--- config.mk ---
export PLATFORM = sky130hd
export DESIGN_NAME = ram_fifo_ctrl_flat
export DESIGN_NICKNAME = d
export VERILOG_FILES = /design/src/rtl/ram_fifo_pkg.sv /design/src/rtl/ram_fifo_ctrl_if.sv /design/src/rtl/ram_fifo_ptr.sv /design/src/rtl/ram_fifo_ctrl.sv /design/src/flat_wrapper.sv
export SDC_FILE = /design/constraint.sdc
export NUM_CORES = 1
export LEC_CHECK = 0
export ABC_AREA = 1
export BUFFER_PORTS_ARGS = -buffer_cell sky130_fd_sc_hd__buf_2
export CAP_MARGIN = 20
export CORE_MARGIN = 2
export CORE_UTILIZATION = 46
export CTS_CLUSTER_SIZE = 28
export DETAILED_ROUTE_END_ITERATION = 16
export PLACE_DENSITY = 0.84
export RECOVER_POWER = 50
export SYNTH_ARGS = -nofsm -noshare
export SYNTH_HDL_FRONTEND = slang
export SYNTH_SLANG_ARGS = --single-unit
--- constraint.sdc ---
create_clock -name clk -period 2.5 [get_ports clk]
set_input_delay 0.5 -clock clk [delete_from_list [all_inputs] [get_ports clk]]
set_output_delay 0.5 -clock clk [all_outputs]
set_load 0.01 [all_outputs]
--- src/rtl/ram_fifo_pkg.sv ---
// Shared sizing for the FIFO controller that fronts the 128x8 single-port scratch RAM.
// CNT_W is one bit wider than the address because occupancy reaches DEPTH+1.
package ram_fifo_pkg;
  localparam int ADDR_W = 7;
  localparam int DATA_W = 8;
  localparam int DEPTH  = 2**ADDR_W;
  localparam int CNT_W  = ADDR_W + 1;
endpackage

--- src/rtl/ram_fifo_ctrl_if.sv ---
// Push and pop valid/ready streams of the RAM-backed FIFO.
// The master modport is the producer/consumer side; the slave modport is the controller.
interface ram_fifo_ctrl_if;
  import ram_fifo_pkg::*;

  logic              in_valid;
  logic              in_ready;
  logic [DATA_W-1:0] in_data;
  logic              out_valid;
  logic              out_ready;
  logic [DATA_W-1:0] out_data;

  modport master (
    output in_valid, in_data, out_ready,
    input  in_ready, out_valid, out_data
  );

  modport slave (
    input  in_valid, in_data, out_ready,
    output in_ready, out_valid, out_data
  );
endinterface

--- src/rtl/ram_fifo_ptr.sv ---
// Write/read pointers and RAM-region occupancy for the FIFO controller.
// Pointers wrap by natural overflow; read and write never issue in the same cycle.
module ram_fifo_ptr
  import ram_fifo_pkg::*;
(
  input  logic              clk,
  input  logic              rst,
  input  logic              wr_issue,
  input  logic              rd_issue,
  output logic [ADDR_W-1:0] wr_ptr,
  output logic [ADDR_W-1:0] rd_ptr,
  output logic [CNT_W-1:0]  ram_cnt,
  output logic              full,
  output logic              cnt_zero
);
  always_ff @(posedge clk) begin
    if (rst) begin
      wr_ptr  <= '0;
      rd_ptr  <= '0;
      ram_cnt <= '0;
    end else begin
      if (wr_issue) wr_ptr <= wr_ptr + ADDR_W'(1);
      if (rd_issue) rd_ptr <= rd_ptr + ADDR_W'(1);
      case ({wr_issue, rd_issue})
        2'b10:   ram_cnt <= ram_cnt + CNT_W'(1);
        2'b01:   ram_cnt <= ram_cnt - CNT_W'(1);
        default: ram_cnt <= ram_cnt;
      endcase
    end
  end

  assign full     = (ram_cnt == CNT_W'(DEPTH));
  assign cnt_zero = (ram_cnt == '0);
endmodule

--- src/rtl/ram_fifo_ctrl.sv ---
// Stream-to-RAM FIFO controller; the RAM's registered read data doubles as the head register.
// Optional FIFO_FLUSH_EN adds a synchronous flush input that clears the FIFO like rst.
module ram_fifo_ctrl
  import ram_fifo_pkg::*;
(
  input  logic              clk,
  input  logic              rst,
`ifdef FIFO_FLUSH_EN
  input  logic              flush,
`endif
  ram_fifo_ctrl_if.slave    s,
  output logic [CNT_W-1:0]  count,
  output logic              full,
  output logic              empty,
  output logic              ram_cs,
  output logic              ram_read,
  output logic              ram_write,
  output logic [ADDR_W-1:0] ram_address,
  output logic [DATA_W-1:0] ram_write_data,
  input  logic [DATA_W-1:0] ram_read_data
);
  logic              clr;
  logic              out_valid_q;
  logic              head_free;
  logic              rd_issue;
  logic              wr_issue;
  logic              cnt_zero;
  logic [ADDR_W-1:0] wr_ptr;
  logic [ADDR_W-1:0] rd_ptr;
  logic [CNT_W-1:0]  ram_cnt;

`ifdef FIFO_FLUSH_EN
  assign clr = rst | flush;
`else
  assign clr = rst;
`endif

  // Refilling the head wins the single RAM port; the producer stalls that cycle.
  assign head_free  = !out_valid_q || s.out_ready;
  assign rd_issue   = head_free && !cnt_zero && !clr;
  assign s.in_ready = !full && !rd_issue && !clr;
  assign wr_issue   = s.in_valid && s.in_ready;

  assign ram_read       = rd_issue;
  assign ram_write      = wr_issue;
  assign ram_cs         = rd_issue || wr_issue;
  assign ram_address    = rd_issue ? rd_ptr : wr_ptr;
  assign ram_write_data = s.in_data;

  ram_fifo_ptr u_ptr (
    .clk      (clk),
    .rst      (clr),
    .wr_issue (wr_issue),
    .rd_issue (rd_issue),
    .wr_ptr   (wr_ptr),
    .rd_ptr   (rd_ptr),
    .ram_cnt  (ram_cnt),
    .full     (full),
    .cnt_zero (cnt_zero)
  );

  always_ff @(posedge clk) begin
    if (clr)                           out_valid_q <= 1'b0;
    else if (rd_issue)                 out_valid_q <= 1'b1;
    else if (out_valid_q && s.out_ready) out_valid_q <= 1'b0;
  end

  assign s.out_valid = out_valid_q;
  assign s.out_data  = ram_read_data;
  assign count       = ram_cnt + CNT_W'(out_valid_q);
  assign empty       = (count == '0);
endmodule

--- src/flat_wrapper.sv ---
// flat-port wrapper written by rule: the top's interface ports become plain ports
module ram_fifo_ctrl_flat import ram_fifo_pkg::*;
  (clk, rst, count, full, empty, ram_cs, ram_read, ram_write, ram_address, ram_write_data, ram_read_data, s_in_valid, s_in_data, s_out_ready, s_in_ready, s_out_valid, s_out_data);
  ram_fifo_ctrl_if s_i ();
  input  logic clk;
  input  logic rst;
  output logic [CNT_W-1:0] count;
  output logic full;
  output logic empty;
  output logic ram_cs;
  output logic ram_read;
  output logic ram_write;
  output logic [ADDR_W-1:0] ram_address;
  output logic [DATA_W-1:0] ram_write_data;
  input  logic [DATA_W-1:0] ram_read_data;
  input wire logic [$bits(s_i.in_valid)-1:0] s_in_valid;
  input wire logic [$bits(s_i.in_data)-1:0] s_in_data;
  input wire logic [$bits(s_i.out_ready)-1:0] s_out_ready;
  output wire logic [$bits(s_i.in_ready)-1:0] s_in_ready;
  output wire logic [$bits(s_i.out_valid)-1:0] s_out_valid;
  output wire logic [$bits(s_i.out_data)-1:0] s_out_data;
  assign s_i.in_valid = s_in_valid;
  assign s_i.in_data = s_in_data;
  assign s_i.out_ready = s_out_ready;
  assign s_in_ready = s_i.in_ready;
  assign s_out_valid = s_i.out_valid;
  assign s_out_data = s_i.out_data;
  ram_fifo_ctrl u_core (.clk(clk), .rst(rst), .s(s_i), .count(count), .full(full), .empty(empty), .ram_cs(ram_cs), .ram_read(ram_read), .ram_write(ram_write), .ram_address(ram_address), .ram_write_data(ram_write_data), .ram_read_data(ram_read_data));
endmodule
# ---- After elaboration in Yosys (flattened, before gate mapping)
# Index checks and enable logic that the tools add are counted.
dict set report word_totals {
  reg_bits 23
  inputBits 20
  output_inout_bits 38
  word_cells 33
}
dict set report op_classes {
  addsub 5
  eq_ne 3
  n_mux 4
  n_reduce_logical 17
}
# op n
set ops {}
lappend ops {{logical NOT 8 bit} 2}
lappend ops {{case mux 8 bit (2 select lines)} 1}
lappend ops {{adder 7 x 1 -> 7 bit, second input constant} 2}
lappend ops {{adder 8 x 1 -> 8 bit} 1}
lappend ops {{adder 8 x 1 -> 8 bit, second input constant} 1}
lappend ops {{equality test 8 bit, second input constant} 1}
lappend ops {{subtractor 8 x 1 -> 8 bit, second input constant} 1}
lappend ops {{two-way mux 7 bit} 1}
lappend ops {{logical AND 1 bit} 6}
lappend ops {{logical NOT 1 bit} 5}
lappend ops {{nonzero test 2 bit} 2}
lappend ops {{equality test 2 x 1 -> 1 bit, second input constant} 1}
lappend ops {{equality test 2 bit, second input constant} 1}
lappend ops {{logical OR 1 bit} 2}
lappend ops {{two-way mux 1 bit} 2}

# ---- Logic depth before layout (Yosys ltp)
# Gate-level depths: netlist of the first run.
dict set report depth {
  word_depth 10
  depth_mapped 16
  mapped_depth_nobuf 16
}

# ---- By module
# A second synthesis of the first run with hierarchy kept.
dict set report hier_totals {
  cells_unflattened 302
  hier_area_um2 1825.5
}
# module n_inst cells_per_inst area_each_um2 seq_area_each_um2
set modules_own_cells {}
lappend modules_own_cells {ram_fifo_ptr 1 206 1331.3 440.4}
lappend modules_own_cells {ram_fifo_ctrl 1 96 494.2 20.0}

# ---- Worst setup path before layout of the first run
# Ideal clock, no wire load.
dict set report synth_timing {
  path_kind {input to register}
  startpoint {input rst}
  endpoint {register u_core.u_ptr.ram_cnt[6]}
  setup_ps 109
  arrival_time_ps 2481
  t_required_ps 2391
  setup_slack_ps -90
  stages 13
  path_buffers 2
  path_cell_list {buf_2 -> nor2_1 -> o21a_1 -> buf_2 -> ha_1 -> inv_1 -> fa_1 -> o21ai_0 -> nand2_1 -> nand3_1 -> nand3_1 -> nand2_1 -> inv_1}
}
dict set report synth_between {
  elab_chain_len 8
  elab_cells_between_ends 10
  classes_between {eq/ne: 2; mux: 1; reduce/logical: 7}
}
# element line
set synth_rtl {}
lappend synth_rtl {{start, declared} flat_wrapper.sv:6} ;# input logic rst;
lappend synth_rtl {{logical NOT 1 bit *} ram_fifo_ctrl.sv:40} ;# assign rd_issue = head_free && !cnt_zero && !clr;
lappend synth_rtl {{logical AND 1 bit *} ram_fifo_ctrl.sv:40}
lappend synth_rtl {{named net ram_read} flat_wrapper.sv:11} ;# output logic ram_read;
lappend synth_rtl {{logical NOT 1 bit} ram_fifo_ctrl.sv:41} ;# assign s.in_ready = !full && !rd_issue && !clr;
lappend synth_rtl {{logical AND 1 bit (2 in series)} ram_fifo_ctrl.sv:41}
lappend synth_rtl {{logical AND 1 bit} ram_fifo_ctrl.sv:42} ;# assign wr_issue = s.in_valid && s.in_ready;
lappend synth_rtl {{equality test 2 x 1 -> 1 bit / equality test 2 bit (equally long branches)} ram_fifo_ptr.sv:24} ;# case ({wr_issue, rd_issue})
lappend synth_rtl {{case mux 8 bit (2 select lines) / nonzero test 2 bit (equally long branches)} --}
lappend synth_rtl {{end signal, assigned} ram_fifo_ptr.sv:25} ;# 2'b10: ram_cnt <= ram_cnt + CNT_W'(1);
lappend synth_rtl {{end signal, assigned} ram_fifo_ptr.sv:26} ;# 2'b01: ram_cnt <= ram_cnt - CNT_W'(1);
lappend synth_rtl {{end signal, assigned} ram_fifo_ptr.sv:27} ;# default: ram_cnt <= ram_cnt;
lappend synth_rtl {{end, declared} ram_fifo_ptr.sv:12} ;# output logic [CNT_W-1:0] ram_cnt,
# The timed path passes the listed nets; every way through them passes the cells marked *.
# A chain may end at the register's enable or synchronous reset.

# ---- Final worst setup path of the first run
dict set report layout_timing {
  startpoint {register u_core.u_ptr.ram_cnt[0]}
  endpoint {output empty}
}
dict set report layout_between {
  elab_chain_len 2
}
# element line
set layout_rtl {}
lappend layout_rtl {{adder 8 x 1 -> 8 bit} ram_fifo_ctrl.sv:70} ;# assign count = ram_cnt + CNT_W'(out_valid_q);
lappend layout_rtl {{logical NOT 8 bit} ram_fifo_ctrl.sv:71} ;# assign empty = (count == '0);
lappend layout_rtl {{end, declared} flat_wrapper.sv:9} ;# output logic empty;
# Every way passes these cells.

==> run metrics, run 1 <==
Least-Margin Pin Slew 330.7 ps; initial core utilization 0.4697; core area 3943 µm²; Post-Synthesis Cells 294; # nets final 344; Synth Area in XOR/XNOR 0.04730; internal reg-to-reg setup slack 210 ps; share of cells above drive strength 1 0.1613; Lkg Pwr 0.001047 µW; CTS sink count 23; post-synthesis mux area share 0; clk_lat worst skew 270 ps; critical path type register to primary output; Sequential cell area 461.7 µm²; Placer Congestion 0.8798; Period Utilization, post-route 0.9528; largest cells by area after synthesis dfxtp_1 25%, nand2_1 15%, inv_1 9.5%; HP Class register to register; Fill cells 385; die height 67.45 µm; Via-to-Cell Ratio 5.000; FMAX 419.8 MHz; Synth Area in Compound Gates 0.09797; Top Family by Delay on Critical Path simple AND/OR/NAND/NOR gates; hold slack 490.6 ps; Max Fanout on Critical Path 4; CP endpoint kind primary output; Diodes inserted 0; Hold Path Origin u_core.u_ptr.rd_ptr[6]$_SDFFE_PP0P_; number of cells on the worst hold path 2; WL/cell 11.11 µm; Slew Viols, Final 0; CTS H-tree depth 1; syn nets 327; slowest CP cell dfxtp_2; Seq cells post-synth 23; vias in the first global route 1626; first-pass GRT wire length 6734 µm; CTS buffer count 3; reg2reg path depth 13; die width 67.45 µm; post-synthesis adder-cell area fraction 0.09189; VDD IR-drop max 0.0005853 V; endpoints failing setup 0; CP most frequent cell nand3_1; Critical Path, Cell by Cell ha_1 > ha_2 > nand3_1 > nor3_2 > xor2_1 > nand3_1 > nor2_1 > buf_2; final WL 4001 µm; Global Route Usage Sum 0.1885; Worst Path Buf+Inv 1; # IOs 58; Hold Buf Count CTS 0; Worst-path clk slew 80 ps; Seq/Total Area, Yosys 0.2486; Syn Area/Cell 6.299 µm²; Critical Path AT 1880 ps; pin count of the biggest net entering global routing 29; Slew HR 0.7782; Simple-Gate Fraction of Synth Area 0.3277; CP Launch Type register; RR Endpoint u_core.u_ptr.ram_cnt[7]$_SDFFE_PP0P_; Remaining Overflow, GRT 0; Root Buffer clkbuf_8; via count 1800; critical path's largest stage delay 370 ps; final core occ 0.5135; clk_skew 2.920 ps; total power divided by cell area 1099 nW/µm²; # port buffers 25; max_cap viols 0; Max Root-Sink Buffers 2; DR pass1 iterations 4; final hold violations 0; initial antenna violation count 0; outcome finished clean; Synth Warn # 0; area of the multi-input gates 1072 µm²; DRC viols 0; Worst EP required 2000 ps; row count 23; Crit Reg-Reg Startpoint u_core.u_ptr.ram_cnt[4]$_SDFFE_PP0P_; DR iter-0 viols 116; post-synth cell types 27; HPWL Detailed 3104 µm; top-area cell type share of the netlist area 0.2486; area delta synth->final 9.324%; ANT nets after route 0; largest family of logic cells by synthesized area simple AND/OR/NAND/NOR gates; Async SR Flop Fraction 0; Yosys top cell by area dfxtp_1; die area 4549 µm²; predominant post-synthesis flop cell dfxtp_1; Hold Crit Endpoint u_core.u_ptr.rd_ptr[6]$_SDFFE_PP0P_; TritonCTS clock tree yes; EDFF count, synth 0; Syn Std Cell Area 1852 µm²; min cycle time layout 2382 ps
## worst reg2reg max path: cells and delay by family (launching register included)
kind                     cells  cell delay [ps]
flip-flops                   1              370
AO/OA/AOI/OAI                2              350
AND/OR/NAND/NOR              8              910
adder cells (fa/ha/maj)      2              530
buffers and inverters        1               50
## through the flow
step	setup slack, ps	setup TNS (ps)	power [µW]	cells	instance area [µm²]
after global routing	-15.85	-15.85	2443	360	2024
final	118.1	0	2226	360	2024
after global placement	102.6	0	1908	355	1948
after floorplan	17.45	0	1583	294	1854
after CTS	6.590	0	2187	359	1993
after detailed placement	42.11	0	1948	355	1948
## synthesized netlist by cell type (2+ instances only)
cell	count
o21a_1	2
a21oi_1	15
xor2_1	8
nand2_1	75
dfxtp_1	23
nor2_1	34
nor3_1	5
inv_1	47
nand3_1	15
buf_4	17
o21ai_0	15
ha_1	12
buf_2	3
clkbuf_1	2
xnor2_1	2
nand4_1	8
## routing by layer
metal  share of wire  wire length, µm  vias to the layer above  track usage
met1            0.42             1687                      794       0.2193
met3           0.059              236                        4      0.03167
met2            0.51             2035                       68       0.3465
met5               0                0                        -            0
met4           0.010               41                        0      0.06378
li1                -                -                      934            -
## repair_timing
item,CTS,global route
endpoints found under the setup margin,0,6
setup buffers,0,1
gates resized for setup,0,6
## cells in the final DEF (no fill, tap or decap)
cell type,instances
ha_1,10
buf_4,10
inv_2,1
nand4_1,8
o21a_1,2
nand3_1,15
ha_4,1
nor2_4,1
nor2_2,2
ha_2,1
buf_2,24
xnor2_1,2
xor2_1,8
o21ai_2,2
fa_1,1
clkbuf_1,2
o211ai_1,1
clkinv_1,1
nor2_1,33
inv_1,47
nor3_1,4
nand3_4,1
nor3_2,1
clkbuf_8,3
dfxtp_1,22
dfxtp_2,1
or2_2,1
o21ai_0,14
a21oi_1,15
nand2_2,1
nand2_1,75
## flip-flops by register name (all words and copies together) (netlist names)
register / count
u_core.u_ptr.ram_cnt: 8
u_core.u_ptr.rd_ptr: 7
u_core.u_ptr.wr_ptr: 7
u_core.s.out_valid: 1
## cell families after synthesis
logic type	Yosys count
AOI/OAI and AO/OA	34
xor gates and xnor gates	10
adders and majority gates	13
buffers and inverters	72
DFF	23
and+or+nand+nor	142
## worst max path at each step
stage,from,endpoint,slack (ps),cells past startpoint
detailed placement,rst,u_core.u_ptr.ram_cnt[4]$_SDFFE_PP0P_,40,11
CTS,u_core.u_ptr.ram_cnt[0]$_SDFFE_PP0P_,empty,7,8
floorplan,rst,u_core.u_ptr.ram_cnt[7]$_SDFFE_PP0P_,20,13
global route,u_core.u_ptr.ram_cnt[0]$_SDFFE_PP0P_,empty,-20,8
global placement,rst,u_core.u_ptr.ram_cnt[7]$_SDFFE_PP0P_,100,13
finish,u_core.u_ptr.ram_cnt[0]$_SDFFE_PP0P_,empty,120,8
## power breakdown
part           leakage, µW  internal [µW]  switching [µW]
combinational     0.000836            562             880
clock            0.0000228            114             124
sequential        0.000189            459            86.1
## area by class of cell
| class | instances | share of cell area |
|---|---|---|
| inverter | 49 | 0.09085 |
| timing repair buffer | 35 | 0.09827 |
| sequential | 23 | 0.2281 |
| clock buffer | 4 | 0.02225 |
| tap | 50 | 0.03090 |
| multi-input combinational | 199 | 0.5297 |
No activity file was read; power rests on OpenSTA's default activity.
==> inputs of run 2 (changes only) <==
--- a/config.mk
+++ b/config.mk
@@ -12,7 +12,7 @@
 export CORE_UTILIZATION = 46
 export CTS_CLUSTER_SIZE = 28
 export DETAILED_ROUTE_END_ITERATION = 16
-export PLACE_DENSITY = 0.84
+export PLACE_DENSITY = 0.76
 export RECOVER_POWER = 50
 export SYNTH_ARGS = -nofsm -noshare
 export SYNTH_HDL_FRONTEND = slang
==> run metrics, run 2 (same netlist as run 1, synthesis figures left out) <==
outcome finished clean (unchanged); min cycle time layout 2316 ps (was 2382 ps); TritonCTS clock tree yes (unchanged); setup TNS 0 ps (unchanged); Root Buffer clkbuf_8 (unchanged); slowest CP cell dfxtp_2 (unchanged); biggest regs u_core.u_ptr.ram_cnt (8), u_core.u_ptr.rd_ptr (7), u_core.u_ptr.wr_ptr (7) (unchanged); share of cells above drive strength 1 0.1742 (was 0.1613); Pint 1165 µW (was 1135 µW); design area 2046 µm² (was 2024 µm²); via count 1772 (was 1800); Via-to-Cell Ratio 4.922 (was 5.000); Remaining Overflow, GRT 0 (unchanged); combinational share of power 0.646 (was 0.648); Fill cells 402 (was 385); # port buffers 25 (unchanged); Top Family by Delay on Critical Path simple AND/OR/NAND/NOR gates (unchanged); Slew HR 0.7603 (was 0.7782); Largest Register u_core.u_ptr.ram_cnt (unchanged); overall power 2275 µW (was 2226 µW); Sw Share 0.4879 (was 0.4899); met2 routed WL 2047 µm (was 2035 µm); clk_lat worst skew 270 ps (about the same); CTS H-tree depth 1 (unchanged); Worst Path Buf+Inv 1 (unchanged); Slew Viols, Final 0 (unchanged); max_cap viols 0 (unchanged); Placer Congestion 0.8656 (was 0.8798); area delta synth->final 10.47% (was 9.324%); Least-Margin Pin Slew 357.4 ps (was 330.7 ps); CP endpoint kind register (was primary output); CP most frequent cell nand2_1 (was nand3_1); CP Launch Type register (unchanged); DR pass1 iterations 4 (unchanged); initial core utilization 0.4697 (unchanged); DRC viols 0 (unchanged); most frequent cells in the layout 75 x nand2_1, 47 x inv_1, 34 x nor2_1, 25 x buf_2, 20 x dfxtp_1 (was 75 x nand2_1, 47 x inv_1, 33 x nor2_1, 24 x buf_2, 22 x dfxtp_1); # IOs 58 (unchanged); HPWL Detailed 3027 µm (was 3104 µm); wire length on met3 159 µm (was 236 µm); die height 67.45 µm (unchanged); final WL 4057 µm (was 4001 µm); final core occ 0.5189 (was 0.5135); commonest non-fill, non-tap cell in the layout nand2_1 (unchanged); Critical Path AT 2490 ps (was 1880 ps); Diodes inserted 0 (unchanged); clk_skew 5.638 ps (was 2.920 ps); endpoints failing setup 0 (unchanged); CTS buffer count 3 (unchanged); core area 3943 µm² (unchanged); Period Utilization, post-route 0.9263 (was 0.9528); placed cell area 1948 µm² (unchanged); ANT nets after route 0 (unchanged); first-pass GRT wire length 6354 µm (was 6734 µm); VDD IR-drop max 0.0006164 V (was 0.0005853 V); DR top layer met4 (unchanged); FMAX 431.8 MHz (was 419.8 MHz); Max Root-Sink Buffers 2 (unchanged); die area 4549 µm² (unchanged); die width 67.45 µm (unchanged); row count 23 (unchanged); WL/cell 11.27 µm (was 11.11 µm); total power divided by cell area 1112 nW/µm² (was 1099 nW/µm²); Critical Path, Cell by Cell nor2_1 > nand2_1 > o21ai_2 > nand3_4 > ha_4 > ha_1 > or2_2 > nand3_1 > nand2_1 > nand2_1 > nand2_1 > o21ai_0 > inv_1 (was ha_1 > ha_2 > nand3_1 > nor3_2 > xor2_1 > nand3_1 > nor2_1 > buf_2); vias in the first global route 1519 (was 1626); initial antenna violation count 0 (unchanged); reg2reg path depth 13 (unchanged); Worst path depth 13 (was 8); pin count of the biggest net entering global routing 29 (unchanged); critical path's largest stage delay 380 ps (was 370 ps); Routed met1 length 1813 µm (was 1687 µm); Worst EP required 2680 ps (was 2000 ps); Sw Pwr 1110 µW (was 1090 µW); final hold violations 0 (unchanged); number of cells on the worst hold path 2 (unchanged); Max Fanout on Critical Path 8 (was 4); max reg flops 8 (unchanged); DR iter-0 viols 149 (was 116); Lkg Pwr 0.001051 µW (was 0.001047 µW); Global Route Usage Sum 0.1814 (was 0.1885); critical path type register to register (was register to primary output); Sequential Power Share 0.247 (was 0.245); HP Class register to register (unchanged); CTS sink count 23 (unchanged); Worst-path clk slew 90 ps (was 80 ps); clock group share of total power 0.107 (about the same); # nets final 344 (unchanged)
[run 2: cell types whose count changed in the layout (fill, tap and decap cells not counted), sizes merged]
cell	delta
clkbuf	-2
buf	+1
clkinv	+1
[run 2: area by class of cell]
class,count,area [µm²],area share
clock inverter,1,5.005,0.002446
inverter,49,183.9,0.08991
clock buffer,3,41.29,0.02018
multi-input combinational,199,1089,0.5321
sequential,23,464.2,0.2269
timing repair buffer,35,200.2,0.09786
tap,50,62.56,0.03058
[run 2: per-layer routing]
layer,GRT usage,vias to the layer above
met5,0,-
met4,0.05102,0
met3,0.04000,7
met2,0.3403,38
met1,0.2039,795
li1,-,932
[run 2: per-stage QoR]
| stage | instances | worst slack (ps) | hold slack [ps] |
|---|---|---|---|
| 2_1_floorplan | 294 | 17.45 | 457.0 |
| 3_3_place_gp | 355 | 119.8 | 466.6 |
| 3_5_place_dp | 355 | 65.34 | 476.2 |
| 4_1_cts | 359 | 12.31 | 489.6 |
| 5_1_grt | 360 | -4.276 | 508.0 |
| 6_report | 360 | 184.3 | 487.5 |
[run 2: final timing paths]
check                                             from                                    to  slack (ps)
setup / recovery  u_core.u_ptr.ram_cnt[5]$_SDFFE_PP0P_  u_core.u_ptr.ram_cnt[7]$_SDFFE_PP0P_         180
hold / removal     u_core.u_ptr.rd_ptr[5]$_SDFFE_PP0P_   u_core.u_ptr.rd_ptr[5]$_SDFFE_PP0P_         490
setup reg to reg  u_core.u_ptr.ram_cnt[5]$_SDFFE_PP0P_  u_core.u_ptr.ram_cnt[7]$_SDFFE_PP0P_         180
hold reg to reg    u_core.u_ptr.rd_ptr[5]$_SDFFE_PP0P_   u_core.u_ptr.rd_ptr[5]$_SDFFE_PP0P_         490
[run 2: power groups by stage]
| stage | Clock (µW) | Sequential [µW] | Combinational (µW) |
|---|---|---|---|
| 2_1_floorplan | 0 | 556 | 1030 |
| 3_3_place_gp | 0 | 553 | 1380 |
| 3_5_place_dp | 0 | 556 | 1390 |
| 4_1_cts | 254 | 548 | 1400 |
| 5_1_grt | 270 | 571 | 1670 |
| 6_report | 243 | 562 | 1470 |
[run 2: worst min-delay path: stages (launching register included)]
cell and delay [ps]:
dfxtp_1 330, nand2_1 60, a21oi_1 50
[run 2: what timing repair did]
action	4_1_cts	5_1_grt
setup endpoints to repair	0	3
hold buffers	0	0
setup buffers	0	1
resized for setup	0	9
